==> config.mk <==
export PLATFORM = sky130hd
export DESIGN_NAME = pcm_playback
export DESIGN_NICKNAME = d
export VERILOG_FILES = /design/src/rtl/pcm_playback.sv
export SDC_FILE = /design/constraint.sdc
export NUM_CORES = 1
export LEC_CHECK = 0
export BUFFER_PORTS_ARGS = -buffer_cell sky130_fd_sc_hd__buf_2
export CORE_UTILIZATION = 64
export DETAILED_ROUTE_END_ITERATION = 12
export GPL_ROUTABILITY_DRIVEN = 0
export HOLD_SLACK_MARGIN = 0.15
export MAX_ROUTING_LAYER = met4
export PLACE_DENSITY = 0.94
export SETUP_SLACK_MARGIN = 0.02
export SYNTH_ARGS = -nofsm -noshare
export SYNTH_HDL_FRONTEND = slang
export SYNTH_SLANG_ARGS = --single-unit
export TNS_END_PERCENT = 1
==> constraint.sdc <==
create_clock -name clk -period 5.3 [get_ports clk]
set_clock_uncertainty 0.2 [all_clocks]
set_input_delay 1.06 -clock clk [delete_from_list [all_inputs] [get_ports clk]]
set_output_delay 1.06 -clock clk [all_outputs]
set_load 0.1 [all_outputs]
==> src/rtl/pcm_playback.sv <==
// Voice playback: reads packed sample words from the voice RAM and replays them as PWM audio.
// Latency: first sample on the PWM path three cycles after play; audio_pwm lags sample by one cycle.
// Backpressure: none; the RAM read port is owned here and is read at a fixed cadence with one word of prefetch.
module pcm_playback #(
    parameter int SAMPLE_W        = 8,
    parameter int ADDR_W          = 12,
    parameter int CHUNKS          = 2830,
    parameter int CLKS_PER_SAMPLE = 300
) (
    input  logic                  clk,
    input  logic                  rst,
    input  logic                  play,
    input  logic                  stop,
    output logic                  ram_rd_en,
    output logic [ADDR_W-1:0]     ram_rd_addr,
    input  logic [4*SAMPLE_W-1:0] ram_rd_data,
    output logic                  busy,
    output logic                  done,
    output logic                  audio_pwm,
    output logic                  audio_sd
);

    localparam int WORD_W = 4 * SAMPLE_W;
    localparam int TICK_W = $clog2(CLKS_PER_SAMPLE);

    // Last tick of a sample period and index of the final word to be played.
    localparam logic [TICK_W-1:0]   TICK_LAST = TICK_W'(CLKS_PER_SAMPLE - 1);
    localparam logic [ADDR_W-1:0]   LAST_IDX  = ADDR_W'(CHUNKS - 1);
    localparam logic [SAMPLE_W-1:0] MIDSCALE  = {1'b1, {(SAMPLE_W-1){1'b0}}};

    typedef enum logic [2:0] {
        S_IDLE,
        S_PRIME,
        S_LOAD,
        S_PLAY,
        S_DONE
    } state_t;

    state_t state;
    state_t state_nxt;

    // Word being played and the prefetched word that follows it.
    logic [WORD_W-1:0]   cur_word;
    logic [WORD_W-1:0]   nxt_word;
    logic [ADDR_W-1:0]   word_idx;
    logic [1:0]          lane;
    logic [TICK_W-1:0]   tick;
    logic                pf_pend;
    logic [SAMPLE_W-1:0] pwm_cnt;
    logic [SAMPLE_W-1:0] sample;

    logic last_tick;
    logic word_end;
    logic last_word;
    logic pf_slot;
    logic busy_nxt;

    assign last_tick = (tick == TICK_LAST);
    assign word_end  = last_tick && (lane == 2'd3);
    assign last_word = (word_idx == LAST_IDX);

    // Prefetch slot: first tick of lane 0, only while another word remains.
    assign pf_slot   = (lane == 2'd0) && (tick == '0) && (word_idx < LAST_IDX);

    assign busy      = (state != S_IDLE);
    assign done      = (state == S_DONE);
    assign audio_sd  = busy;
    assign busy_nxt  = (state_nxt != S_IDLE);

    // State register.
    always_ff @(posedge clk or posedge rst) begin
        if (rst) begin
            state <= S_IDLE;
        end else begin
            state <= state_nxt;
        end
    end

    // Next-state decode and RAM read strobe; stop overrides every transition outside IDLE.
    always_comb begin
        state_nxt   = state;
        ram_rd_en   = 1'b0;
        ram_rd_addr = '0;
        case (state)
            S_IDLE: begin
                if (play && !stop) begin
                    state_nxt = S_PRIME;
                end
            end
            S_PRIME: begin
                ram_rd_en   = 1'b1;
                ram_rd_addr = '0;
                state_nxt   = S_LOAD;
            end
            S_LOAD: begin
                state_nxt = S_PLAY;
            end
            S_PLAY: begin
                if (pf_slot) begin
                    ram_rd_en   = 1'b1;
                    ram_rd_addr = word_idx + 1'b1;
                end
                if (word_end && last_word) begin
                    state_nxt = S_DONE;
                end
            end
            S_DONE: begin
                state_nxt = S_IDLE;
            end
            default: begin
                state_nxt = S_IDLE;
            end
        endcase
        if (stop && (state != S_IDLE)) begin
            state_nxt = S_IDLE;
        end
    end

    // Sample/word counters: cleared whenever playback ends, loaded in LOAD, advanced in PLAY.
    always_ff @(posedge clk or posedge rst) begin
        if (rst) begin
            cur_word <= '0;
            word_idx <= '0;
            lane     <= '0;
            tick     <= '0;
        end else if (state_nxt == S_IDLE) begin
            word_idx <= '0;
            lane     <= '0;
            tick     <= '0;
        end else if (state == S_LOAD) begin
            cur_word <= ram_rd_data;
            word_idx <= '0;
            lane     <= '0;
            tick     <= '0;
        end else if (state == S_PLAY) begin
            if (last_tick) begin
                tick <= '0;
                lane <= lane + 2'd1;
                // Swap in the prefetched word with no gap at the word boundary.
                if (word_end && !last_word) begin
                    cur_word <= nxt_word;
                    word_idx <= word_idx + 1'b1;
                end
            end else begin
                tick <= tick + 1'b1;
            end
        end
    end

    // Prefetch capture: RAM data is valid the cycle after the strobe was issued from PLAY.
    always_ff @(posedge clk or posedge rst) begin
        if (rst) begin
            pf_pend  <= 1'b0;
            nxt_word <= '0;
        end else begin
            pf_pend <= ram_rd_en && (state == S_PLAY) && (state_nxt != S_IDLE);
            if (pf_pend) begin
                nxt_word <= ram_rd_data;
            end
        end
    end

    // Current sample: selected lane while playing, midscale otherwise.
    always_comb begin
        sample = MIDSCALE;
        if (state == S_PLAY) begin
            case (lane)
                2'd0:    sample = cur_word[0*SAMPLE_W +: SAMPLE_W];
                2'd1:    sample = cur_word[1*SAMPLE_W +: SAMPLE_W];
                2'd2:    sample = cur_word[2*SAMPLE_W +: SAMPLE_W];
                default: sample = cur_word[3*SAMPLE_W +: SAMPLE_W];
            endcase
        end
    end

    // Free-running PWM carrier.
    always_ff @(posedge clk or posedge rst) begin
        if (rst) begin
            pwm_cnt <= '0;
        end else begin
            pwm_cnt <= pwm_cnt + 1'b1;
        end
    end

    // Registered PWM output; gated with the next busy so the output is low the cycle playback ends.
    always_ff @(posedge clk or posedge rst) begin
        if (rst) begin
            audio_pwm <= 1'b0;
        end else begin
            audio_pwm <= busy_nxt && (pwm_cnt < sample);
        end
    end

endmodule

After elaboration in Yosys (flattened, before gate mapping)
Index checks and enable logic that the tools add are counted.
W data, S select, Z words.
Word-level totals
  RAM bits: 0
  bits in read-only memories: 0
  flip-flop bits (word level): 100
  word-level logic and storage cells: 79
  output and inout bits: 17
  bits in latches: 0
  memories: 0
Cells by class
  multiplexer cells: 27
  multiply operators: 0
  $lt $le $gt $ge: 2
  reduce and logical (&&, ||, !) cells: 27
  div/mod/pow operators: 0
  equal/unequal tests: 9
  shifts and indexed selects: 0
  add/sub/neg operators: 4
  bitwise gates (word level): 1
Operators with widths (count)
  $mux W32: 4
  $mux W12: 7
  $mux W9: 4
  $pmux W8 S3: 1
  $reduce_bool A3 Y1: 5
  $add A12 B1 Y12 const B: 1
  $eq A12 B12 Y1 const B: 1
  $lt A12 B12 Y1 const B: 1
  $pmux W3 S4: 1
  $logic_and A1 B1 Y1: 10
  $add A9 B1 Y9 const B: 1
  $eq A9 B9 Y1 const B: 1
  $logic_not A9 Y1: 1
  $mux W3: 3
  $add A8 B1 Y8 const B: 1
  $lt A8 B8 Y1: 1
  $mux W2: 4
  $mux W8: 1
  $eq A3 B2 Y1 const B: 2
  $logic_not A3 Y1: 2
  $reduce_bool A2 Y1: 3
  $eq A2 B2 Y1 const B: 2
  $reduce_and A4 Y1: 1
  $eq A3 B1 Y1 const B: 1
  other kinds (10): 11

Longest topological paths before layout
  depth after elaboration: 9
  mapped depth: 11
  depth with buffers taken out: 10

Least setup slack after synthesis
No wires, ideal clock.
  path type: register -> output
  from: register lane[0]
  to: output ram_rd_addr[10]
  arrival: 2.850 ns
  path slack: 1.190 ns
  cell stages (with the launch flop): 9
  required time: 4.040 ns
  path through: dfrtp_1 inv_1 ha_1 clkbuf_1 nor3b_1 nand2_1 a211o_1 buf_2 nor2_1
On the way
  word-level cells in the longest chain between the ends: 5
RTL lines
  start: declaration: RTL line 46  | logic [1:0] lane;
  start signal: assignment: RTL line 138  | lane <= lane + 2'd1;
  $logic_not A2 Y1: RTL line 63  | assign pf_slot = (lane == 2'd0) && (tick == '0) && (word_idx < LAST_IDX);
  $logic_and A1 B1 Y1 (2 in a row): RTL line 63
  $mux W12: RTL line 99  | if (pf_slot) begin
  $mux W12: RTL line 84  | case (state)
  end: declaration: RTL line 15  | output logic [ADDR_W-1:0] ram_rd_addr,
Every way passes these cells.

Worst setup path after layout
  from: register lane[0]
  to: output ram_rd_addr[8]
The elaborated chain is that of the path after synthesis.

==> metrics.md <==
| Metric | Value |
|---|---|
| Switching share of power | 0.3077 |
| WP data arrival | 2700 ps |
| Max-slew headroom | 0.2247 |
| Comb power frac | 0.204 |
| Chip width | 93.83 um |
| Synth cell count leaders | dfrtp_1 (100), nand2_1 (60), a22o_1 (33), mux2_2 (33), o2bb2ai_1 (32) |
| Starting Density | 0.6601 |
| Most frequent cell after synthesis | dfrtp_1 |
| Sequential area share after synthesis | 0.4637 |
| P&R area growth vs syn | 8.416% |
| Post-CTS Setup Inserts | 0 |
| R2R cell count | 4 |
| Worst Path Buf+Inv | 2 |
| Filler Cells Inserted | 568 |
| Slew at the pin with the worst max-slew slack | 1160 ps |
| Core box area | 8175 sq um |
| Htree depth | 3 |
| Share of power burned in the clock network | 0.258 |
| Pins Over Slew Limit | 0 |
| CTS clock-pin slew for the worst setup and hold paths | 110 ps |
| Synth top area share | 0.4637 |
| Initial DRC count | 305 |
| Layout net count | 597 |
| Crit path depth | 7 |
| Mapped Area | 5396 sq um |
| Pwr dens | 340.6 nW/um^2 |
| Syn avg cell area | 10.50 sq um |
| Post-layout minimum cycle time | 3958 ps |
| Final Hold Fails | 0 |
| Fin Setup TNS | 0 ps |
| Syn. warnings | 0 |
| DR vias | 4200 |
| Achievable frequency | 252.7 MHz |
| Worst setup EP type | output port |
| Startpoint types | flop |
| Post-synth net total | 568 |
| Inserted Clock Buffers | 9 |
| Final setup violation count | 0 |
| CTS tree | yes |
| Reg2reg end | word_idx[6] |
| Layout Utilization | 0.7156 |
| Rows | 33 |
| Skew-Pair Late Insertion Delay | 380 ps |
| Gr ovfl total | 0 |
| FF-to-FF setup slack | 2070 ps |
| DP HPWL | 8315 um |
| Ys flop type | dfrtp_1 |
| Net Sw Power | 0.6131 mW |
| Die height | 93.83 um |
| Cell-internal power | 1.380 mW |
| Hold Path End | pwm_cnt[7] |
| Post-synth ARST share | 1.000 |
| Clock Sinks | 100 |
| RSZ-0062 raised after global routing | no |
| Dpl cell area | 5644 sq um |
| Largest net degree at the start of global routing | 58 |
| Post-synth EDFFs | 0 |
| Critical path cell sequence | inv_1 -> ha_1 -> nor3b_1 -> nand2_1 -> a211o_1 -> nor2_1 -> buf_2 |
| First-pass GRT wire length | 19580 um |
| # placed instances | 637 |
| # IOs | 53 |
| Min-Delay Path Class | flop to flop |
| Post-cts sizing count | 0 |
| PortBufs | 52 |
| Gr usage total | 0.2964 |
| Pre-CTS setup slack | 1798 ps |
| Worst path max stage delay | 450 ps |
| Synth area leaders | dfrtp_1 (46%), mux2_2 (6.9%), a22o_1 (5.4%) |
| Yosys reg bits | 100 |
| HP Start | pwm_cnt[7] |
| CP max-delay cell | dfrtp_1 |
| Yosys cell types | 62 |
| Die area | 8803 sq um |
| Peak supply drop | 0.2499 mV |
| Max Cap Viol | 0 |
| Total power | 1.993 mW |
| Clock root buffer | clkbuf_8 |
| Synth Instances | 514 |
| Drt via density | 6.432 |
| Final worst setup slack | 1342 ps |
| Worst flop-to-flop path startpoint | tick[2] |
| DRT antenna net count | 0 |
| Hold_ws | 304.9 ps |
| WP data required | 4040 ps |
| Post-Layout Cell Count | 653 |
| Share of post-route cells with drive strength above 1 | 0.2117 |
| Depth of the worst hold-timing path | 1 |
| Post-route cell area | 5851 sq um |
| Largest area contributor in the netlist | dfrtp_1 |
| Initial DRT Pass Iterations | 5 |
| Initial antenna violation count | 0 |
| Flop pwr share | 0.538 |
| Wire length per cell | 18.11 um |
| Critical path type | flop to output port |
| Crit path max-delay family | buffers and inverters |
| WL final | 11830 um |
| P_leak | 2.567 nW |
| DRC | 0 |
| Status | finished clean |
| CP Max Fanout | 14 |
| Antenna diode count | 0 |
| Vias in the first global route | 4166 |
| CTS Buffer Depth | 2 |
| Post-cts hold buffer count | 0 |
| Tcrit/Tclk final | 0.7467 |
[placed cells by master (no fill, tap or decap), types with 6 or more instances in the layout]
cell type  synthesis  layout
dfrtp_1          100     100
nand2_1           60      60
buf_2              6      52
mux2_2            33      33
a22o_1            33      33
o2bb2ai_1         32      32
nor2_1            25      25
ha_1              18      18
nand3_1           15      15
o21ai_0           15      15
a21oi_1           14      14
xnor2_1           13      13
inv_1             13      12
clkbuf_8           0       9
xor2_1             8       8
o31ai_1            7       7
a222oi_1           7       7
and3_1             6       6
nand2b_1           6       6
mux2i_1            6       6
[power groups by stage]
| stage | clock network [mW] | registers (mW) | logic (mW) |
|---|---|---|---|
| 5_1_grt | 0.545 | 1.09 | 0.452 |
| 2_1_floorplan | 0 | 1.04 | 0.331 |
| 6_report | 0.514 | 1.07 | 0.406 |
| 4_1_cts | 0.517 | 1.07 | 0.410 |
| 3_5_place_dp | 0 | 1.08 | 0.408 |
| 3_3_place_gp | 0 | 1.07 | 0.383 |
[sequential cells by signal, summed over array words and instances, names as in the netlist]
signal     cells
cur_word      32
nxt_word      32
word_idx      12
tick           9
pwm_cnt        8
state          3
lane           2
audio_pwm      1
pf_pend        1
[worst reg2reg max path, stage by stage, from the launching register on]
cell and delay (ps):
dfrtp_1 460, nor4_4 490, nand4_2 990, or4_1 850, a21oi_1 160
[cells by family (layout without fill, tap and decap cells)]
| group | count (synthesis) | after routing | synth area share |
|---|---|---|---|
| AO/OA/AOI/OAI | 128 | 128 | 0.1876 |
| XOR/XNOR | 21 | 21 | 0.03408 |
| adder cells (fa/ha/maj) | 18 | 18 | 0.04174 |
| buffers and inverters | 53 | 87 | 0.04382 |
| flip-flops | 100 | 100 | 0.4637 |
| multiplexers | 39 | 39 | 0.07999 |
| AND/OR/NAND/NOR | 155 | 155 | 0.1491 |
[per-layer routing]
| layer | global-route usage | vias up | part of all wire |
|---|---|---|---|
| met4 | 0.1462 | 0 | 0.025 |
| met3 | 0.04288 | 34 | 0.049 |
| met1 | 0.3708 | 2084 | 0.42 |
| met5 | - | - | 0 |
| li1 | - | 1946 | - |
| met2 | 0.4745 | 136 | 0.50 |
[layout make-up]
type / count / area, sq um / share of cell area
Clock buffer: 9 / 123.9 / 0.02117
Clock inverter: 7 / 82.58 / 0.01411
Inverter: 14 / 55.05 / 0.009410
Multi-Input combinational cell: 361 / 2658 / 0.4542
Sequential cell: 100 / 2502 / 0.4277
Tap cell: 105 / 131.4 / 0.02246
Timing Repair Buffer: 57 / 297.8 / 0.05090
[worst max-delay path by stage]
stage | from | endpoint
after detailed placement | lane[0] | ram_rd_addr[6]
after floorplan | lane[0] | ram_rd_addr[10]
after global routing | lane[0] | ram_rd_addr[5]
final | lane[0] | ram_rd_addr[8]
after global placement | word_idx[4] | ram_rd_en
after CTS | lane[0] | ram_rd_addr[8]
(Power assumes the default switching activity.)
